$ cat config.mk
export PLATFORM = sky130hd
export DESIGN_NAME = multdiv_unit_flat
export DESIGN_NICKNAME = d
export VERILOG_FILES = /design/src/rtl/multdiv_pkg.sv /design/src/rtl/multdiv_if.sv /design/src/rtl/multdiv_counter.sv /design/src/rtl/multdiv_unit.sv /design/src/flat_wrapper.sv
export SDC_FILE = /design/constraint.sdc
export NUM_CORES = 1
export LEC_CHECK = 0
export BUFFER_PORTS_ARGS = -buffer_cell sky130_fd_sc_hd__buf_2
export CAP_MARGIN = 20
export CORE_ASPECT_RATIO = 0.8
export CORE_MARGIN = 5
export CORE_UTILIZATION = 40
export DETAILED_ROUTE_END_ITERATION = 7
export GPL_ROUTABILITY_DRIVEN = 0
export PLACE_DENSITY = 0.55
export SLEW_MARGIN = 25
export SYNTH_ARGS = -nofsm -noshare
export SYNTH_HDL_FRONTEND = slang
export SYNTH_SLANG_ARGS = --single-unit
$ cat constraint.sdc
create_clock -name clock -period 14.2 [get_ports clock]
set_input_delay 0 -clock clock [delete_from_list [all_inputs] [get_ports clock]]
set_output_delay 0 -clock clock [all_outputs]
set_load 0.03 [all_outputs]
$ cat src/rtl/multdiv_pkg.sv
// Shared definitions for the iterative multiply/divide unit: FSM encoding,
// default widths and the most-negative operand constant.
package multdiv_pkg;

  typedef enum logic [1:0] {
    ST_IDLE = 2'd0,
    ST_MULT = 2'd1,
    ST_DIV  = 2'd2,
    ST_DONE = 2'd3
  } state_t;

  localparam int WIDTH_DEF = 32;
  localparam int CNT_W_DEF = 6;

  localparam logic [31:0] MIN_INT = 32'h8000_0000;

endpackage

$ cat src/rtl/multdiv_if.sv
// Decode/writeback side bundle of the multiply/divide unit.
// master = processor pipeline, slave = multdiv_unit.
interface multdiv_if
  import multdiv_pkg::*;
#(
  parameter int WIDTH = WIDTH_DEF
);

  logic [WIDTH-1:0] data_operandA;
  logic [WIDTH-1:0] data_operandB;
  logic             ctrl_MULT;
  logic             ctrl_DIV;
  logic [WIDTH-1:0] data_result;
  logic             data_exception;
  logic             data_resultRDY;
  logic             busy;

  modport master (
    output data_operandA,
    output data_operandB,
    output ctrl_MULT,
    output ctrl_DIV,
    input  data_result,
    input  data_exception,
    input  data_resultRDY,
    input  busy
  );

  modport slave (
    input  data_operandA,
    input  data_operandB,
    input  ctrl_MULT,
    input  ctrl_DIV,
    output data_result,
    output data_exception,
    output data_resultRDY,
    output busy
  );

endinterface

$ cat src/rtl/multdiv_counter.sv
// Iteration counter shared by the Booth and non-restoring datapaths:
// synchronous clear, enable-driven increment, terminal flag at WIDTH.
module multdiv_counter
  import multdiv_pkg::*;
#(
  parameter int WIDTH = WIDTH_DEF,
  parameter int CNT_W = CNT_W_DEF
) (
  input  logic clk,
  input  logic rst_n,
  input  logic i_clr,
  input  logic i_en,
  output logic o_term
);

  logic [CNT_W-1:0] r_cnt;

  always_ff @(posedge clk or negedge rst_n) begin
    if (!rst_n) begin
      r_cnt <= '0;
    end else if (i_clr) begin
      r_cnt <= '0;
    end else if (i_en) begin
      r_cnt <= r_cnt + 1'b1;
    end
  end

  assign o_term = (r_cnt == CNT_W'(WIDTH));

endmodule

$ cat src/rtl/multdiv_unit.sv
// Iterative signed multiply (radix-2 Booth) / divide (non-restoring on
// magnitudes) unit; 32 iteration cycles, one-cycle DONE with resultRDY.
module multdiv_unit
  import multdiv_pkg::*;
#(
  parameter int WIDTH = WIDTH_DEF,
  parameter int CNT_W = CNT_W_DEF
) (
  input  logic     clock,
  input  logic     ctrl_reset,
  multdiv_if.slave bus
);

  localparam logic [WIDTH-1:0] L_MIN = WIDTH'(MIN_INT);

  state_t r_state;
  state_t w_next;

  logic w_start_mult;
  logic w_start_div;
  logic w_start;
  logic w_busy;
  logic w_term;

  // Shared 2W+1 register: Booth {acc[W:0], multiplier[W-1:0]} or
  // divide {partial remainder[W:0], dividend/quotient[W-1:0]}.
  logic signed [2*WIDTH:0] r_prod;
  logic signed [WIDTH:0]   r_mcand;
  logic                    r_qm1;
  logic                    r_qneg;
  logic                    r_dz;
  logic                    r_ovf;
  logic [WIDTH-1:0]        r_result;
  logic                    r_exc;

  logic signed [WIDTH:0]   w_hi;
  logic signed [WIDTH:0]   w_msum;
  logic [2*WIDTH:0]        w_mult_next;
  logic signed [WIDTH:0]   w_dsh;
  logic signed [WIDTH:0]   w_dsum;
  logic [2*WIDTH:0]        w_div_next;

  function automatic logic [WIDTH-1:0] f_abs(input logic [WIDTH-1:0] v);
    return v[WIDTH-1] ? (~v + 1'b1) : v;
  endfunction

  function automatic logic f_mul_ovf(input logic [WIDTH:0] hi);
    return !((&hi) || !(|hi));
  endfunction

  function automatic logic [WIDTH-1:0] f_apply_sign(input logic [WIDTH-1:0] mag,
                                                    input logic             neg);
    return neg ? (~mag + 1'b1) : mag;
  endfunction

  assign w_start_mult = bus.ctrl_MULT & ~bus.ctrl_DIV;
  assign w_start_div  = bus.ctrl_DIV & ~bus.ctrl_MULT;
  assign w_start      = w_start_mult | w_start_div;
  assign w_busy       = (r_state == ST_MULT) || (r_state == ST_DIV);

  multdiv_counter #(
    .WIDTH (WIDTH),
    .CNT_W (CNT_W)
  ) u_counter (
    .clk    (clock),
    .rst_n  (ctrl_reset),
    .i_clr  (w_start),
    .i_en   (w_busy & ~w_term),
    .o_term (w_term)
  );

  always_ff @(posedge clock or negedge ctrl_reset) begin
    if (!ctrl_reset) begin
      r_state <= ST_IDLE;
    end else begin
      r_state <= w_next;
    end
  end

  always_comb begin
    w_next = r_state;
    if (w_start_mult) begin
      w_next = ST_MULT;
    end else if (w_start_div) begin
      w_next = ST_DIV;
    end else begin
      case (r_state)
        ST_MULT, ST_DIV: if (w_term) w_next = ST_DONE;
        ST_DONE:         w_next = ST_IDLE;
        default:         w_next = r_state;
      endcase
    end
  end

  // Booth step: add/sub multiplicand to the accumulator, then arithmetic shift.
  assign w_hi = r_prod[2*WIDTH:WIDTH];

  always_comb begin
    w_msum = w_hi;
    case ({r_prod[0], r_qm1})
      2'b01:   w_msum = w_hi + r_mcand;
      2'b10:   w_msum = w_hi - r_mcand;
      default: w_msum = w_hi;
    endcase
  end

  assign w_mult_next = {w_msum[WIDTH], w_msum, r_prod[WIDTH-1:1]};

  // Non-restoring step: sign of the remainder before the shift picks add/sub;
  // the top remainder bit is dropped because 2R always fits WIDTH+1 bits.
  assign w_dsh      = {r_prod[2*WIDTH-1:WIDTH], r_prod[WIDTH-1]};
  assign w_dsum     = r_prod[2*WIDTH] ? (w_dsh + r_mcand) : (w_dsh - r_mcand);
  assign w_div_next = {w_dsum, r_prod[WIDTH-2:0], ~w_dsum[WIDTH]};

  always_ff @(posedge clock or negedge ctrl_reset) begin
    if (!ctrl_reset) begin
      r_prod   <= '0;
      r_mcand  <= '0;
      r_qm1    <= 1'b0;
      r_qneg   <= 1'b0;
      r_dz     <= 1'b0;
      r_ovf    <= 1'b0;
      r_result <= '0;
      r_exc    <= 1'b0;
    end else if (w_start_mult) begin
      r_prod  <= {{(WIDTH+1){1'b0}}, bus.data_operandB};
      r_mcand <= {bus.data_operandA[WIDTH-1], bus.data_operandA};
      r_qm1   <= 1'b0;
    end else if (w_start_div) begin
      r_prod  <= {{(WIDTH+1){1'b0}}, f_abs(bus.data_operandA)};
      r_mcand <= {1'b0, f_abs(bus.data_operandB)};
      r_qm1   <= 1'b0;
      r_qneg  <= bus.data_operandA[WIDTH-1] ^ bus.data_operandB[WIDTH-1];
      r_dz    <= (bus.data_operandB == '0);
      r_ovf   <= (bus.data_operandA == L_MIN) && (bus.data_operandB == '1);
    end else if (w_busy && !w_term) begin
      r_prod <= (r_state == ST_MULT) ? w_mult_next : w_div_next;
      r_qm1  <= r_prod[0];
    end else if (w_busy && w_term) begin
      if (r_state == ST_MULT) begin
        r_result <= r_prod[WIDTH-1:0];
        r_exc    <= f_mul_ovf(r_prod[2*WIDTH-1:WIDTH-1]);
      end else if (r_dz) begin
        r_result <= '0;
        r_exc    <= 1'b1;
      end else if (r_ovf) begin
        r_result <= L_MIN;
        r_exc    <= 1'b1;
      end else begin
        r_result <= f_apply_sign(r_prod[WIDTH-1:0], r_qneg);
        r_exc    <= 1'b0;
      end
    end
  end

  assign bus.data_result    = r_result;
  assign bus.data_exception = r_exc;
  assign bus.data_resultRDY = (r_state == ST_DONE);
  assign bus.busy           = w_busy;

endmodule
$ cat src/flat_wrapper.sv
// flat-port wrapper written by rule: the top's interface ports become plain ports
module multdiv_unit_flat import multdiv_pkg::*;
#(
  parameter int WIDTH = WIDTH_DEF,
  parameter int CNT_W = CNT_W_DEF
)
  (clock, ctrl_reset, bus_data_operandA, bus_data_operandB, bus_ctrl_MULT, bus_ctrl_DIV, bus_data_result, bus_data_exception, bus_data_resultRDY, bus_busy);
  multdiv_if #(.WIDTH(WIDTH)) bus_i ();
  input  logic clock;
  input  logic ctrl_reset;
  input wire logic [$bits(bus_i.data_operandA)-1:0] bus_data_operandA;
  input wire logic [$bits(bus_i.data_operandB)-1:0] bus_data_operandB;
  input wire logic [$bits(bus_i.ctrl_MULT)-1:0] bus_ctrl_MULT;
  input wire logic [$bits(bus_i.ctrl_DIV)-1:0] bus_ctrl_DIV;
  output wire logic [$bits(bus_i.data_result)-1:0] bus_data_result;
  output wire logic [$bits(bus_i.data_exception)-1:0] bus_data_exception;
  output wire logic [$bits(bus_i.data_resultRDY)-1:0] bus_data_resultRDY;
  output wire logic [$bits(bus_i.busy)-1:0] bus_busy;
  assign bus_i.data_operandA = bus_data_operandA;
  assign bus_i.data_operandB = bus_data_operandB;
  assign bus_i.ctrl_MULT = bus_ctrl_MULT;
  assign bus_i.ctrl_DIV = bus_ctrl_DIV;
  assign bus_data_result = bus_i.data_result;
  assign bus_data_exception = bus_i.data_exception;
  assign bus_data_resultRDY = bus_i.data_resultRDY;
  assign bus_busy = bus_i.busy;
  multdiv_unit #(.WIDTH(WIDTH), .CNT_W(CNT_W)) u_core (.clock(clock), .ctrl_reset(ctrl_reset), .bus(bus_i));
endmodule
==> flow_summary.yaml, run 1 <==
clock_tree:
  cts_setup_buffers: 0
  cts_buffers: 17
  clk_latency_ns: 0.45
  post_cts_resized: 0
  cts_tree: "yes"
  cts-root-buf: "clkbuf_16"
  clkTransAtPathRegs_ns: 0.07
  htree_levels: 4
  clock-sinks: 143
  clockBufferDepth: 2
global_routing:
  grt_pass1_vias: 12900
  track_usage_pct: 24.1
  use_met1_pct: 36.8
  met2_usage_pct: 35.6
  grt_use_met3_pct: 4.00
  overflow: 0
  grt_first_pass_wirelength_microns: 74200
  grt_max_degree: 96
  busiest_layer: "met1"
  antenna_found_initial: 0
synth:
  synth_compound_area_share_pct: 25.7
  syn_avg_cell_area_sq_um: 7.64
  synth_xor_area_share_pct: 12.7
  synth_top_family_by_area: "compound AO/OA/AOI/OAI gates"
  seq_area_frac_synth_pct: 25.8
  synth_edf_count: 0
  yosysUniqueCellTypes: 73
  synth-simple-area-share_pct: 22.6
  synth-seq-cells: 143
  syn_nets: 1965
  synth_cells: 1819
  synth-adder-area-share_pct: 7.13
  synth_flop_cell: "dfrtp_1"
  syn_area_sq_mm: 0.0139
  synthMuxAreaShare_pct: 1.84
  yosysWarnings: 0
  synthArstFlopShare_pct: 100
power_and_ir_drop:
  cellLeakagePower_nw: 6.69
  switchingPower_w: 0.00199
  vdd_drop_max_uv: 94.6
  p_int_w: 0.00187
  clkPwrFrac_pct: 12.9
  powerDensity_mw_per_mm2: 242
  comb_power_share_pct: 67.8
  p_sw_share_pct: 51.5
  p_seq_share_pct: 19.3
critical_path:
  start_kind: "register"
  critical_path.max_stage_delay_ns: 0.70
  slowest_stage: "nor4b_1"
  r2r_slack_ns: 8.62
  worstSetupEndpointType: "register"
  critical_path_arrival_ns: 5.91
  timing.critical_path.fanout_max: 6
  worstPathRequired_ns: 14.53
  worstSetupPathType: "reg -> reg"
  crit_chain: "nor3_1 -> nor3b_1 -> nand2_1 -> nor4b_1 -> nor3b_2 -> nor3b_2 -> a21oi_1 -> xnor2_1 -> ha_1 -> a21o_1 -> a21oi_1 -> o21ai_0 -> nor4_1 -> or4_1 -> nand4_2 -> xor2_1 -> a221o_1"
timing:
  finalSetupTns_ns: 0
  finalClockSkew_ns: 0.0113
  period_minus_slack_ns: 5.58
  timing.final.crit_share_pct: 39.3
  setup-violations-final: 0
  finalHoldViolations: 0
  max_freq_mhz: 179
  relSlewSlack_pct: 38.5
  rsz0062_at_grt: "no"
  worst_slew_pin_slew_ns: 0.923
  slew_viol_final: 0
final_layout:
  num_antenna_cells: 0
  multiInputGateArea_sq_mm: 0.00979
  drive_gt1_share_pct: 9.43
  final_area_sq_mm: 0.0160
  regArea_sq_mm: 0.00358
  layout-area-overhead-vs-synth_pct: 14.9
  final_nets: 2043
  fillCellCount: 3525
placement:
  dp_hpwl_microns: 34300
  postPlaceCellArea_sq_mm: 0.0147
  io_buffers: 102
route:
  detail-route-antenna-nets: 0
  dr_total_vias: 13900
  drt_iter0_drc: 1184
  avgViaCountPerCell: 5.83
  drt_pass1_iterations: 5
  drc_errors: 0
  wl_per_cell_microns: 19.6
  routed_wl_microns: 46700
floorplan:
  die_x_microns: 218
  die_area_sq_mm: 0.0386
  start_util_pct: 40.3
  pin_count: 103
  coreArea_sq_mm: 0.0345
  rows: 61
  die-height_microns: 177
hold_path:
  hp-class: "in -> reg"
outcome:
  outcome: "finished clean"
flow_run:
  drv_cap: 0
-- layer usage --
| metal | vias to the layer above | wire length [microns] |
|---|---|---|
| li1 | 6718 | - |
| met1 | 6690 | 23400 |
| met2 | 410 | 19700 |
| met3 | 53 | 2800 |
| met4 | 0 | 710 |
| met5 | - | 0 |
-- layout make-up --
cell class                      instances  area share (%)
Clock buffer                           20            2.86
Clock inverter                         10            1.01
Inverter                               38           0.894
Multi-Input combinational cell       1520            61.3
Sequential cell                       143            22.4
Tap cell                              472            3.70
Timing Repair Buffer                  177            7.79
-- path summary, 6_finish.rpt --
path / cells after the start / end / start
setup reg to reg: 17 / u_core.r_prod[63] / u_core.r_mcand[2]
setup / recovery: 17 / u_core.r_prod[63] / u_core.r_mcand[2]
min in group asynchronous: 2 / u_core.r_prod[56] / ctrl_reset
hold reg to reg: 1 / u_core.bus.data_result[1] / u_core.bus.data_result[1]
hold / removal: 4 / u_core.r_state[0] / bus_ctrl_MULT
max in group asynchronous: 3 / u_core.r_mcand[23] / ctrl_reset
-- state kept, by name (all words and copies together), names as in the netlist --
register                   count
u_core.bus.data_exception      1
u_core.bus.data_result        32
u_core.r_dz                    1
u_core.r_mcand                33
u_core.r_ovf                   1
u_core.r_prod                 65
u_core.r_qm1                   1
u_core.r_qneg                  1
u_core.r_state                 2
u_core.u_counter.r_cnt         6
-- through the flow --
| stage | setup WS [ns] | utilization [%] | hold slack [ns] | total power (W) | cells |
|---|---|---|---|---|---|
| after floorplan | 9.53 | - | -0.296 | 0.00266 | 1819 |
| after global placement | 9.03 | 42.6 | 0.0804 | 0.00329 | 2286 |
| after detailed placement | 8.74 | 42.6 | 0.0834 | 0.00332 | 2286 |
| after CTS | 8.72 | 46.2 | 0.119 | 0.00385 | 2380 |
| after global routing | 8.25 | 46.3 | 0.163 | 0.00420 | 2380 |
| final | 8.62 | 46.3 | 0.140 | 0.00387 | 2380 |
-- cell families (layout without fill, tap and decap cells) --
kind of cell / count (synthesis) / count (layout)
compound gates: 575 / 575
xor+xnor: 201 / 201
fa+ha+maj: 78 / 78
buf+inv: 156 / 245
flops: 143 / 143
mux: 25 / 25
simple gates: 641 / 641
-- cell usage in the layout (no fill, tap or decap), types with 38 or more instances in the layout --
master         netlist  routed
o21ai_0            176     176
buf_2                1     101
nor2_1             168     166
nand2_1            197     197
a211oi_1            73      73
dfrtp_1            143     143
dlygate4sd3_1        0      64
xnor2_1             89      89
xor2_1             111     111
inv_1               38      38
ha_1                76      72
a21oi_1            151     151
-- power groups by stage --
| stage | clock network (W) | logic [W] | registers (W) |
|---|---|---|---|
| floorplan | 0 | 0.00202 | 0.000632 |
| global placement | 0 | 0.00255 | 0.000743 |
| detailed placement | 0 | 0.00257 | 0.000745 |
| CTS | 0.000508 | 0.00260 | 0.000740 |
| global route | 0.000523 | 0.00291 | 0.000765 |
| finish | 0.000498 | 0.00262 | 0.000746 |
-- timing repair --
action | 4_1_cts | 5_1_grt
endpoints found under the setup margin | 0 | 0
hold endpoints to repair | 128 | 0
hold buffers | 64 | 0
-- synth_stat cells, types with 13 or more instances --
| library cell | number | area share, % |
|---|---|---|
| a211oi_1 | 73 | 3.9 |
| a21o_1 | 32 | 1.7 |
| a21oi_1 | 151 | 5.4 |
| a31oi_1 | 14 | 0.63 |
| buf_1 | 13 | 0.35 |
| clkbuf_1 | 104 | 2.8 |
| dfrtp_1 | 143 | 26 |
| ha_1 | 76 | 6.8 |
| inv_1 | 38 | 1.0 |
| mux2i_1 | 21 | 1.5 |
| nand2_1 | 197 | 5.3 |
| nand2b_1 | 16 | 0.72 |
| nand3_1 | 37 | 1.3 |
| nand4_1 | 21 | 0.95 |
| nor2_1 | 168 | 4.5 |
| nor2b_1 | 37 | 1.7 |
| nor3_1 | 36 | 1.3 |
| nor3b_1 | 13 | 0.70 |
| nor4_1 | 29 | 1.3 |
| o211ai_1 | 22 | 1.2 |
| o21ai_0 | 176 | 6.3 |
| o31ai_1 | 27 | 1.5 |
| or3_1 | 25 | 1.1 |
| xnor2_1 | 89 | 5.6 |
| xor2_1 | 111 | 7.0 |
-- critical path, delay by kind of cell (launching register included) --
family	cells	cell delay, ns
flops	1	0.46
fa+ha+maj	1	0.36
compound gates	5	1.03
simple gates	9	3.27
xor+xnor	2	0.32
(Power assumes the default switching activity.)
==> run 2: changes to the inputs <==
==> constraint.sdc (replaced) <==
create_clock -name clock -period 5.8 [get_ports clock]
set_input_delay 0 -clock clock [delete_from_list [all_inputs] [get_ports clock]]
set_output_delay 0 -clock clock [all_outputs]
set_load 0.03 [all_outputs]
==> run 2 against run 1 <==
Setup slack worse by 8.2 ns; sequential cell count stayed put; core utilization is 0.20 points higher; largest cell class unchanged; largest power group unchanged.
==> flow_summary.yaml, run 2 (synthesis gave the netlist of run 1 again) <==
global_routing:
  grt_pass1_vias: 12900
  antenna_found_initial: 0
  grt_max_degree: 95
  overflow: 0
  busiest_layer: "met1"
  track_usage_pct: 23.7
  grt_use_met3_pct: 3.51
  grt_first_pass_wirelength_microns: 73400
  use_met1_pct: 36.9
  met2_usage_pct: 34.7
final_layout:
  final_nets: 2050
  regMostFlops: "u_core.r_prod"
  final_common_cell: "nand2_1"
  final_area_sq_mm: 0.0160
  num_antenna_cells: 0
  final_cells: 2389
  largest_reg_flops: 65
  drive_gt1_share_pct: 9.81
  final_core_util_pct: 46.5
  layout-area-overhead-vs-synth_pct: 15.4
  final_cell_mix: "197 x nand2_1, 176 x o21ai_0, 166 x nor2_1, 151 x a21oi_1, 143 x dfrtp_1"
route:
  drt_pass1_iterations: 5
  drt_iter0_drc: 1164
  dr_total_vias: 13800
  drc_errors: 0
  detail-route-antenna-nets: 0
  wl_per_cell_microns: 19.4
  routed_wl_microns: 46200
  avgViaCountPerCell: 5.79
floorplan:
  coreArea_sq_mm: 0.0345
  die_area_sq_mm: 0.0386
  rows: 61
  pin_count: 103
  die_x_microns: 218
  die-height_microns: 177
  start_util_pct: 40.3
clock_tree:
  cts_buffers: 17
  cts_setup_buffers: 0
  clk_latency_ns: 0.45
  clock-sinks: 143
  cts_tree: "yes"
  cts-root-buf: "clkbuf_16"
  clockBufferDepth: 2
  htree_levels: 4
  clkTransAtPathRegs_ns: 0.07
timing:
  finalClockSkew_ns: 0.00886
  rsz0062_at_grt: "no"
  relSlewSlack_pct: 37.5
  max_freq_mhz: 187
  worst_slew_pin_slew_ns: 0.937
  slew_viol_final: 0
  setup-violations-final: 0
  finalSetupTns_ns: 0
  timing.final.crit_share_pct: 92.2
  period_minus_slack_ns: 5.35
  finalHoldViolations: 0
  whs_ns: 0.152
flow_run:
  drv_cap: 0
critical_path:
  worstSetupPathType: "reg -> reg"
  critical_path_arrival_ns: 5.67
  r2r_slack_ns: 0.45
  worstSetupEndpointType: "register"
  start_kind: "register"
  worstPathRequired_ns: 6.12
  timing.critical_path.fanout_max: 6
power_and_ir_drop:
  vdd_drop_max_uv: 356
  powerDensity_mw_per_mm2: 591
  cellLeakagePower_nw: 6.74
placement:
  dp_cells: 2291
  io_buffers: 102
  dp_hpwl_microns: 34200
  postPlaceCellArea_sq_mm: 0.0147
outcome:
  outcome: "finished clean"
hold_path:
  hp-class: "in -> reg"
run 2: cell count changes in the layout (fill, tap and decap cells not counted), sizes merged:
| cell | before | now |
|---|---|---|
| clkinv | 2 | 4 |
| inv | 39 | 41 |
| buf | 113 | 118 |
| clkinvlp | 3 | 2 |
| dlygate4sd3 | 64 | 66 |
| clkbuf | 20 | 19 |
run 2: through the flow:
step | setup WS (ns) | total power [W]
global placement | 0.651 | 0.00807
detailed placement | 0.511 | 0.00811
CTS | 0.425 | 0.00943
global route | 0.0458 | 0.0103
finish | 0.454 | 0.00947
floorplan | 1.13 | 0.00650
run 2: repair_timing:
item                       CTS  global route
setup endpoints to repair    0             3
resized for setup            0             1
hold buffers                66             0
hold endpoints to repair   142             0
run 2: area by class of cell:
class / instances / area, sq um
Fill cell: 3494 / 18500
Multi-Input combinational cell: 1520 / 9790
Sequential cell: 143 / 3580
Timing Repair Buffer: 184 / 1300
Tap cell: 472 / 591
Clock buffer: 19 / 443
Clock inverter: 13 / 185
Inverter: 38 / 143
run 2: report_power, final:
group	switching, W	internal [W]
sequential	0.000568	0.00127
combinational	0.00381	0.00260
clock	0.000490	0.000734
run 2: worst paths after layout:
check                                                from                         to  cells past startpoint
worst max register to register          u_core.r_mcand[0]          u_core.r_prod[63]                     19
max in group asynchronous                      ctrl_reset           u_core.r_prod[5]                      3
worst min register to register  u_core.bus.data_result[3]  u_core.bus.data_result[3]                      2
worst min-delay path                        bus_ctrl_MULT          u_core.r_state[0]                      4
min in group asynchronous                      ctrl_reset          u_core.r_prod[54]                      2
worst max-delay path                    u_core.r_mcand[0]          u_core.r_prod[63]                     19
run 2: layer usage:
metal  vias up  routed length, microns
li1       6741                       -
met1      6631                   23200
met2       405                   19600
met3        44                    2710
met4         0                     670
met5         -                       0
run 2: worst max-delay path, cell delays in order (launching register included):
cell,delay [ns]
dfrtp_1,0.42
inv_1,0.08
ha_1,0.20
or4b_4,0.53
nor4_1,0.36
nor3b_2,0.36
nor3b_1,0.35
nor3b_1,0.30
nor2_1,0.08
xnor2_1,0.13
ha_1,0.40
nand2_1,0.09
nor2_1,0.24
o211ai_1,0.21
a21oi_1,0.26
nor4_1,0.11
or4_1,0.55
nand4_2,0.11
xor2_1,0.08
a221o_1,0.35
